<file path="config.mk">
export PLATFORM = sky130hd
export DESIGN_NAME = mem_block_reader
export DESIGN_NICKNAME = d
export VERILOG_FILES = /design/src/rtl/mem_bus_pkg.sv /design/src/rtl/stream_fifo.sv /design/src/rtl/mem_block_reader.sv
export SDC_FILE = /design/constraint.sdc
export NUM_CORES = 1
export LEC_CHECK = 0
export CORE_MARGIN = 4
export CORE_UTILIZATION = 44
export DETAILED_ROUTE_END_ITERATION = 7
export PLACE_DENSITY = 0.78
export SLEW_MARGIN = 30
export SYNTH_ARGS = -nofsm -noshare
export SYNTH_HDL_FRONTEND = slang
export SYNTH_HIERARCHICAL = 1
export SYNTH_SLANG_ARGS = --single-unit
</file>
<file path="constraint.sdc">
create_clock -name clk -period 4 [get_ports clk]
set_input_delay 0.4 -clock clk [delete_from_list [all_inputs] [get_ports clk]]
set_output_delay 0.4 -clock clk [all_outputs]
set_load 0.05 [all_outputs]
</file>
<file path="src/rtl/mem_bus_pkg.sv">
// mem_bus_pkg: shared types and constants for native-bus initiators
package mem_bus_pkg;
   typedef enum logic [1:0] {IDLE, REQ, GAP, DRAIN} state_t;
   localparam int ADDR_W = 32;
   localparam int DATA_W = 32;
   localparam int STRB_W = 4;
   localparam int WORD_BYTES = 4;
   localparam logic [STRB_W-1:0] WSTRB_READ = 4'b0000;
   localparam logic [STRB_W-1:0] KEEP_ALL = 4'hF;
endpackage

</file>
<file path="src/rtl/stream_fifo.sv">
// stream_fifo: first-word-fall-through FIFO carrying data plus a last flag
module stream_fifo #(
   parameter int DEPTH = 4,
   parameter int WIDTH = 32
) (
   input  logic             clk,
   input  logic             rst,
   input  logic             wr_en,
   input  logic [WIDTH-1:0] wr_data,
   input  logic             wr_last,
   output logic             full,
   input  logic             rd_en,
   output logic [WIDTH-1:0] rd_data,
   output logic             rd_last,
   output logic             empty
);
   localparam int AW = $clog2(DEPTH);
   logic [WIDTH:0] mem [DEPTH];
   logic [AW:0] wp, rp;
   assign full = (wp[AW] != rp[AW]) && (wp[AW-1:0] == rp[AW-1:0]);
   assign empty = wp == rp;
   assign {rd_last, rd_data} = mem[rp[AW-1:0]];
   // storage needs no reset; only the pointers define validity
   always_ff @(posedge clk)
      if (wr_en && !full) mem[wp[AW-1:0]] <= {wr_last, wr_data};
   // read/write pointers with wrap bit
   always_ff @(posedge clk or posedge rst)
      if (rst) begin
         wp <= '0;
         rp <= '0;
      end else begin
         if (wr_en && !full) wp <= wp + 1'b1;
         if (rd_en && !empty) rp <= rp + 1'b1;
      end
endmodule

</file>
<file path="src/rtl/mem_block_reader.sv">
// mem_block_reader: reads a run of bus words and emits them as an AXI-Stream frame
module mem_block_reader
   import mem_bus_pkg::*;
#(
   parameter int FIFO_DEPTH = 4,
   parameter int LEN_WIDTH = 16
) (
   input  logic                 clk,
   input  logic                 rst,
   input  logic                 start,
   input  logic [ADDR_W-1:0]    src_addr,
   input  logic [LEN_WIDTH-1:0] len_words,
   output logic                 busy,
   output logic                 done,
   output logic                 mem_valid,
   input  logic                 mem_ready,
   output logic [ADDR_W-1:0]    mem_addr,
   output logic [DATA_W-1:0]    mem_wdata,
   output logic [STRB_W-1:0]    mem_wstrb,
   input  logic [DATA_W-1:0]    mem_rdata,
   output logic [DATA_W-1:0]    m_axis_tdata,
   output logic [STRB_W-1:0]    m_axis_tkeep,
   output logic                 m_axis_tvalid,
   input  logic                 m_axis_tready,
   output logic                 m_axis_tlast
);
   state_t state, state_nxt;
   logic [ADDR_W-1:0] addr;
   logic [LEN_WIDTH-1:0] remaining;
   logic fifo_full, fifo_empty, fifo_last, fifo_wr, fifo_rd, last_word, accept;
   assign accept = (state == IDLE) && start;
   assign last_word = remaining == LEN_WIDTH'(1);
   assign fifo_wr = (state == REQ) && mem_ready;
   assign fifo_rd = m_axis_tvalid && m_axis_tready;
   assign busy = state != IDLE;
   assign mem_valid = state == REQ;
   assign mem_addr = addr;
   assign mem_wdata = '0;
   assign mem_wstrb = WSTRB_READ;
   assign m_axis_tkeep = KEEP_ALL;
   assign m_axis_tvalid = !fifo_empty;
   assign m_axis_tlast = !fifo_empty && fifo_last;
   stream_fifo #(.DEPTH(FIFO_DEPTH), .WIDTH(DATA_W)) u_fifo (
      .clk(clk), .rst(rst),
      .wr_en(fifo_wr), .wr_data(mem_rdata), .wr_last(last_word), .full(fifo_full),
      .rd_en(fifo_rd), .rd_data(m_axis_tdata), .rd_last(fifo_last), .empty(fifo_empty)
   );
   // state register
   always_ff @(posedge clk or posedge rst)
      if (rst) state <= IDLE;
      else state <= state_nxt;
   // next state: GAP forces valid low between requests so slaves see a fresh rising edge
   always_comb begin
      state_nxt = state;
      case (state)
         IDLE:  if (start && len_words != '0) state_nxt = REQ;
         REQ:   if (mem_ready) state_nxt = last_word ? DRAIN : GAP;
         GAP:   if (!fifo_full) state_nxt = REQ;
         DRAIN: if (fifo_rd && m_axis_tlast) state_nxt = IDLE;
         default: state_nxt = IDLE;
      endcase
   end
   // address/count tracking and the completion pulse
   always_ff @(posedge clk or posedge rst)
      if (rst) begin
         addr <= '0;
         remaining <= '0;
         done <= 1'b0;
      end else begin
         done <= (accept && len_words == '0) || (state == DRAIN && fifo_rd && m_axis_tlast);
         if (accept) begin
            addr <= src_addr & ~32'h3;
            remaining <= len_words;
         end else if (fifo_wr) begin
            addr <= addr + ADDR_W'(WORD_BYTES);
            remaining <= remaining - 1'b1;
         end
      end
endmodule

</file>
==> results by group <==
Critical path
  • Delay-heaviest family, CP: buffers and inverters
  • Worst-path cell chain: buf_12, mux4_2, clkdlybuf4s50_1
  • CP Data Required Time: between 3 and 4 ns
  • Crit end category: output port
  • Crit Path Class: reg2out
  • WP data arrival: 2.75 ns
  • CP Max Fanout: 22
  • Cell with the largest stage delay on the worst path: dfrtp_2
  • Buf/Inv on CP: 2
  • Worst setup SP type: flop
  • CP max stage delay: 0.75 ns

Die
  • Initial core utilization: between 40 and 50%
  • IO Pins: about 190
  • Core area: 0.01883 sq mm
  • Site row count: 50
  • Die footprint: between 0.02 and 0.025 sq mm
  • Die Width: 147.0 microns
  • Die H: 147.0 microns

Timing
  • Fmax: approximately 320 MHz
  • Hold Slack: between 0.3 and 0.4 ns
  • Setup violation total in the final timing report: 0
  • Clock Skew: 0.01265 ns
  • Crit share post-route: between 70 and 80%
  • RSZ-0062 raised after global routing: no
  • Max-slew violations: 0
  • Relative slew slack: between 30% and 40%
  • Endpoints failing hold: 0
  • Post-route setup slack: 0.8520 ns
  • Slew @ Worst Pin: 0.9286 ns
  • Min Tclk post-route: 3.148 ns
  • Post-route setup TNS: 0 ns

GRT
  • Gr ovfl total: 0
  • GRT Total Usage: 17.53%
  • Pin count of the biggest net entering global routing: 50
  • Initial antenna violation count: 0
  • First-pass GRT wire length: between 30000 and 40000 microns
  • Vias in the first global route: between 5000 and 6000

Layout
  • Layout cell share with drive strength beyond 1: between 10% and 20%
  • Non-filler instance count after layout: ~1000
  • Fill count: approximately 1500
  • Post-route cell area: approximately 0.011 sq mm
  • Area Growth Syn to Fin: 26.18%
  • Post-layout util: roughly 57%
  • Diode count: 0
  • Layout Nets: about 850

Logic synthesis
  • Most common cell in the netlist: edfxtp_1
  • Synth Instances: 605
  • Synth unique cells: about 60
  • Main flop type after synthesis: edfxtp_1
  • Number of synthesized flops with an enable pin: between 100 and 150
  • Seq cells post-synth: about 190
  • Synth top area share: between 40% and 50%
  • Ys Warns: 6
  • Post-synth top cells: edfxtp_1 (132), dfrtp_1 (55), nand2_1 (55)
  • Synthesized cell area: between 0.008 and 0.009 sq mm
  • Sequential-to-total area share from yosys stat: between 60% and 70%
  • Leading area contributor after synthesis: edfxtp_1
  • Mean Syn Cell Area: 14.06 sq um
  • Area contributors post-synth: edfxtp_1 (47%), dfrtp_1 (16%), mux4_2 (8.7%), buf_4 (3.8%), nand2_1 (2.4%)
  • Async set or reset register ratio after synthesis: between 20% and 30%

Worst hold path
  • Hold WC Path Type: in2async

Clock tree
  • Post-CTS sizing: 0
  • Post-CTS Setup Bufs: 0
  • Hold_buf cts: 0
  • Maximum clock insertion buffer count: 2
  • Clock insertion delay at the later pin of the skew report: roughly 0.43 ns
  • Clock net sink count: approximately 190
  • Htree depth: 4
  • Inserted Clock Buffers: 17
  • CTS tree: done
  • Clk root buf: clkbuf_16
  • CTS clk-pin slew, worst paths: 0.08 ns

Routing
  • Metal-1 WL: 7603 microns
  • Routed WL: between 15000 and 20000 microns
  • DR vias/cell: between 5 and 6
  • Antenna viol nets, final: 0
  • Max Used Layer: met4
  • DR WL met2: 9651 microns
  • Pre-Repair DR Iteration Count: 4
  • Met3 wire length: between 1000 and 1500 microns
  • Initial DRC Count: between 300 and 400
  • Vias: between 5000 and 6000
  • DRC viols: 0
  • Drt wl/cell: between 15 and 20 microns

Placement
  • IO buf count: 149
  • Final Wtd Congestion: between 0.8 and 0.9
  • DP HPWL: roughly 12000 microns
  • Dpl cells: 993
  • Pre-CTS WS: 1.247 ns
  • Dpl cell area: slightly above 0.01 sq mm

Power
  • Cell Pwr Density: between 700 and 800 mW/mm^2
  • Maximum VDD drop: approximately 0.44 mV
  • P_leak: between 3 and 4 nW
  • Final Power: 8.457 mW

Run status
  • Status: completed

Flow run
  • Max Cap Viol: 0
final cells by class:
type / count / area, sq um / share of cell area [%]
Inverter: 16 / 62.56 / 0.5829
Timing Repair Buffer: 155 / 1549 / 14.43
Sequential cell: 187 / 5343 / 49.78
Clock inverter: 15 / 207.7 / 1.935
Tap cell: 260 / 325.3 / 3.031
Multi-Input combinational cell: 375 / 2820 / 26.28
Clock buffer: 17 / 425.4 / 3.964
flip-flops by register name (all words and copies together) (netlist names):
signal / flops
done: 1
mem_addr: 30
remaining: 16
state: 2
u_fifo/mem: 132
u_fifo/rp: 3
u_fifo/wp: 3
layer usage:
layer,GRT usage [%],vias to the layer above
li1,-,2573
met1,22.43,2760
met2,29.36,195
met3,4.843,26
met4,5.359,0
met5,0,-
worst paths after layout:
path	start	end	cells after the start	slack (ns)
max	u_fifo/rp[0]	m_axis_tdata[3]	3	0.85
max in group asynchronous	rst	mem_addr[7]	2	3.11
min reg2reg	remaining[10]	remaining[10]	2	0.54
min	rst	u_fifo/wp[0]	2	0.31
max reg2reg	u_fifo/rp[0]	u_fifo/mem[0][20]	3	1.64
min in group clk	src_addr[30]	mem_addr[30]	3	0.52
cell families after synthesis:
family,count (synthesis),synth area share (%)
multiplexers,33,8.738
flip-flops,187,62.78
AND/OR/NAND/NOR,177,10.84
other,2,0.08829
adder cells (fa/ha/maj),8,1.177
AO/OA/AOI/OAI,102,8.694
buffers and inverters,83,6.075
XOR/XNOR,13,1.604
cells in the final DEF, fill, tap and decap left out, types with 3 or more instances in the layout:
master and instances:
or2_2 3, a221o_1 3, inv_8 4, or3_1 4, o211ai_1 15, ha_1 8
mux4_2 33, o311ai_0 15, nand3b_1 3, and3_1 5, inv_1 14, nor2b_1 5
a22oi_1 7, nand2_1 55, a21oi_1 13, and4_1 3, and3_2 3, nor3_1 7
buf_4 5, nand3_1 26, clkinv_8 4, and2_1 3, nor4_1 13, o21ai_0 20
clkbuf_16 17, dfrtp_1 53, inv_6 3, a21o_1 5, clkdlybuf4s50_1 149, nor2_1 17
conb_1 42, o31ai_1 5, nand2b_1 5, nand4_1 15, xnor2_1 8, edfxtp_1 132
power breakdown:
group          total (mW)  switching [mW]  internal (mW)  leakage, nW
sequential           2.95           0.459           2.49         1.88
combinational        3.74            2.36           1.39         1.59
clock                1.76           0.841          0.920        0.308
No activity file was read; power rests on OpenSTA's default activity.
